`config.mk`:
```
export PLATFORM = sky130hd
export DESIGN_NAME = ps_length_limiter
export DESIGN_NICKNAME = d
export VERILOG_FILES = /design/src/rtl/ps_length_limiter.sv
export SDC_FILE = /design/constraint.sdc
export NUM_CORES = 1
export LEC_CHECK = 0
export CORE_AREA = 2 2 62 64
export DETAILED_ROUTE_END_ITERATION = 10
export DIE_AREA = 0 0 64 66
export PLACE_DENSITY = 0.62
export SETUP_SLACK_MARGIN = 0.05
export SLEW_MARGIN = 15
export SYNTH_ARGS = -nofsm -noshare
export SYNTH_HDL_FRONTEND = slang
export SYNTH_SLANG_ARGS = --single-unit
export TNS_END_PERCENT = 100
```
`constraint.sdc`:
```
create_clock -name clk -period 5.8 [get_ports clk]
set_clock_uncertainty 0.1 [all_clocks]
set_input_delay 0.58 -clock clk [delete_from_list [all_inputs] [get_ports clk]]
set_output_delay 0.58 -clock clk [all_outputs]
set_load 0.05 [all_outputs]
```
`src/rtl/ps_length_limiter.sv`:
```
// ps_length_limiter
// Caps packet length at MAXLEN words on a valid/ready packet stream.
// The data path is combinational (zero latency). A three-state FSM and a
// word counter decide which words pass and whether EOP has to be forced.
// Words after a forced EOP are dropped until the next SOP.
// Optional feature macro: PS_LENGTH_LIMITER_STAT_EN. When it is defined,
// o_trunc_cnt is a saturating count of truncated packets. When it is not
// defined, o_trunc_cnt is tied to zero.
module ps_length_limiter #(
  parameter int WIDTH  = 8,
  parameter int MAXLEN = 256,
  parameter int CNTW   = 16
) (
  input  logic             reset,
  input  logic             clk,
  input  logic [WIDTH-1:0] i_dat,
  input  logic             i_val,
  input  logic             i_sop,
  input  logic             i_eop,
  output logic             i_rdy,
  output logic [WIDTH-1:0] o_dat,
  output logic             o_val,
  output logic             o_sop,
  output logic             o_eop,
  input  logic             o_rdy,
  output logic             o_trunc,
  output logic [CNTW-1:0]  o_trunc_cnt
);

  localparam int CW = $clog2(MAXLEN + 1);
  localparam logic [CW-1:0] MAX_K = CW'(MAXLEN);

  typedef enum logic [1:0] {IDLE, PASS, DROP} state_t;

  state_t        state, state_nxt;
  logic [CW-1:0] cnt, cnt_nxt;
  logic [CW-1:0] k;
  logic          pass_word;
  logic          at_max;

  // Classify the current word: it is passed if it opens a packet or continues one.
  always_comb begin
    pass_word = i_sop | (state == PASS);
    k         = i_sop ? CW'(1) : cnt + CW'(1);
    at_max    = (k == MAX_K);
  end

  assign o_dat   = i_dat;
  assign o_sop   = i_sop;
  assign o_val   = i_val & pass_word;
  assign i_rdy   = pass_word ? o_rdy : 1'b1;
  assign o_eop   = pass_word & (i_eop | at_max);
  assign o_trunc = o_val & o_rdy & ~i_eop & at_max;

  // Next-state and counter update. These change only when a word transfers.
  always_comb begin
    // NOTE: every signal driven here gets a default first. This keeps the block from inferring latches.
    state_nxt = state;
    cnt_nxt   = cnt;
    if (pass_word) begin
      if (o_val && o_rdy) begin
        if (i_eop) begin
          state_nxt = IDLE;
          cnt_nxt   = '0;
        end else if (at_max) begin
          state_nxt = DROP;
          cnt_nxt   = '0;
        end else begin
          state_nxt = PASS;
          cnt_nxt   = k;
        end
      end
    end else if (i_val && (state == DROP) && i_eop) begin
      state_nxt = IDLE;
    end
  end

  // State and word-counter registers.
  always_ff @(posedge clk or posedge reset) begin
    if (reset) begin
      state <= IDLE;
      cnt   <= '0;
    end else begin
      // NOTE: sequential state uses non-blocking assignments. Every register then samples pre-edge values.
      state <= state_nxt;
      cnt   <= cnt_nxt;
    end
  end

`ifdef PS_LENGTH_LIMITER_STAT_EN
  logic [CNTW-1:0] trunc_cnt;

  // Saturating count of truncated packets. It holds at all-ones.
  always_ff @(posedge clk or posedge reset) begin
    if (reset) begin
      trunc_cnt <= '0;
    end else if (o_trunc && (trunc_cnt != '1)) begin
      trunc_cnt <= trunc_cnt + CNTW'(1);
    end
  end

  assign o_trunc_cnt = trunc_cnt;
`else
  assign o_trunc_cnt = '0;
`endif

endmodule

```
==> metrics.cfg <==
[timing]
drv_slew = 0
finalCriticalPeriod_ps = 3720
whs_ps = 408
fin_setup_tns_ps = 0
setup_ws_ps = 2080
rsz0062_at_grt = false
slew_headroom_pct = 20.6
hold_viol_final = 0
period_share_pct = 64.1
finalSetupViolCount = 0
max_freq_ghz = 0.269
worst_pin_slew_ps = 1190

[layout]
nFillCells = 384
final_nets = 142
fin_util_pct = 29.5
drive_above_1_share_pct = 9.52
area_growth_pct = 1.58
layout_commonest_cell = nand2_1
final_cell_mix = nand2_1 (17), conb_1 (16), dfrtp_1 (11)
antenna_cells = 0

[pwr]
swShare_pct = 46.5
power_leakage_nw = 0.436
p_comb_share_pct = 39.0
power.total_uw = 318
ir_drop_mv = 0.0724
seqPwrFrac_pct = 43.9
p_clk_share_pct = 17.1
switchingPower_uw = 148
p_int_uw = 170
power_density_nw_per_um2 = 304

[placed_design]
post-place-ws_ps = 2090
io_buffers = 10
gp_congestion = 0.779
hpwl_mm = 1.47

[detailed_routing]
vias_per_cell = 4.86
wire_per_inst_um = 11.5
detail-route-antenna-nets = 0
firstDrtPassIters = 4
routed_wl_mm = 2.01
via_count = 845
post-route-drc-count = 0
drtIter0Drc = 23

[yosys]
synthCells = 128
synthTopCellsByArea = dfrtp_1 (27%), buf_4 (19%), nand2_1 (6.2%), a31oi_1 (3.6%), nand3_1 (3.4%)
ys_seq_elements = 11
seq_area_frac_synth_pct = 26.7
synth_top_area_share_pct = 26.7
dominantRegCellSynth = dfrtp_1
yosys_warnings = 0
async_flop_share_pct = 100
yosys.area.top_type = dfrtp_1
syn_area_um2 = 1030
synth-edff-count = 0
syn_area_per_cell_um2 = 8.05
yosysUniqueCellTypes = 44

[setup_path]
arrival_ps = 3040
rr_worst_depth = 5
worstPathRequired_ps = 5120
crit_type = in2out
rrSetupSlack_ps = 3700
r2r_start = state[0]
worst_setup_path_start_kind = input port
path_cells = clkdlybuf4s50_1, inv_1, a31oi_1, a31oi_1, or3_4, nor3_2, clkdlybuf4s50_1
slowest_stage = clkdlybuf4s50_1
worstPathMaxFanout = 8
worstReg2RegEnd = cnt[5]
critPathMaxStageDelay_ps = 840
endpoint_kind = output port

[cts]
cts_buffer_depth = 2
cts.sinks = 11
cts-root-buf = clkbuf_4
cts.repair.resized = 0
clk_latency_ps = 270
clk_pin_slew_ps = 80
cts_tree = built
hold_buffers = 0
htree_levels = 1
numCtsBuffers = 3
post_cts_buffers = 0

[global_routing]
grt-ovfl-total = 0
grt_pass1_vias = 766
grt_max_degree = 16
grt_pass1_wl_mm = 3.33
antenna_found_initial = 0
gr-usage-all-layers_pct = 10.2

[die]
fp.dieArea_um2 = 4220
die_w_um = 64
die_y_um = 66
pin_count = 43
coreArea_um2 = 3550
initial_core_util_pct = 29.0
num_rows = 22

[hold_path]
whs_path_depth = 2
holdPathEnd = state[0]
hold_start = state[0]
hp-class = reg2reg

[run_status]
outcome = finished clean

[flow_run]
cap_violations = 0

worst max-delay path: cells and delay by family:
kind	cells	cell delay (ps)
buffers and inverters	3	1590
and+or+nand+nor	2	540
AOI/OAI and AO/OA	2	330
synthesized netlist by cell type (all sizes together), types with 2 or more instances:
cell,instances
nand2,17
nor4,3
a211oi,4
nand4,2
clkbuf,4
nor2,4
buf,27
or2,3
dfrtp,11
inv,4
nor2b,3
o211ai,2
nand2b,2
nand4b,2
a31oi,6
and4,2
nand3,7
nor3,3
a21oi,2
o21ai,3
metrics by stage:
step	area, um^2	std cells
floorplan	1090	143
global placement	1020	170
detailed placement	1020	170
CTS	1050	174
global route	1050	174
finish	1050	174
state kept, by name, summed over array words and instances, names as in the netlist:
register / flops
state: 2
cnt: 9
layer usage:
layer	vias to the layer above	routed length (um)	track usage (%)
li1	410	-	-
met1	400	860	10.7
met2	33	984	17.3
met3	2	146	3.75
met4	0	16	6.52
met5	-	0	0
worst max-delay path by stage:
| stage | from | to | slack (ps) | cells after the start |
|---|---|---|---|---|
| 6_report | i_sop | o_trunc | 2080 | 7 |
| 5_1_grt | i_sop | o_trunc | 1940 | 7 |
| 4_1_cts | i_sop | o_trunc | 2080 | 7 |
| 3_5_place_dp | i_sop | o_trunc | 2090 | 7 |
| 3_3_place_gp | i_sop | o_eop | 2170 | 7 |
| 2_1_floorplan | cnt[0] | o_trunc | 2940 | 6 |
kinds of logic (layout without fill, tap and decap cells):
| group | after synthesis | in the layout | synth area share (%) |
|---|---|---|---|
| other | 1 | 16 | 0.364 |
| adders and majority gates | 1 | 1 | 1.21 |
| muxes | 1 | 1 | 0.971 |
| buffers and inverters | 35 | 18 | 23.4 |
| xor gates and xnor gates | 1 | 1 | 0.850 |
| and+or+nand+nor | 54 | 54 | 30.0 |
| DFF | 11 | 11 | 26.7 |
| AOI/OAI and AO/OA | 24 | 24 | 16.5 |
cell type report:
class	count	area, um^2	share of cell area (%)
clock buffer	4	26.3	2.51
inverter	4	15.0	1.43
multi-input combinational	97	571	54.5
sequential	11	275	26.3
tap	48	60.1	5.73
timing repair buffer	10	100	9.56
power groups by stage:
stage | Clock, mW | Combinational, mW | Sequential, mW
floorplan | 0 | 0.160 | 0.115
global placement | 0 | 0.122 | 0.139
detailed placement | 0 | 0.124 | 0.141
CTS | 0.0559 | 0.125 | 0.139
global route | 0.0616 | 0.137 | 0.145
finish | 0.0545 | 0.124 | 0.140
Power figures use the tool's default switching activity.
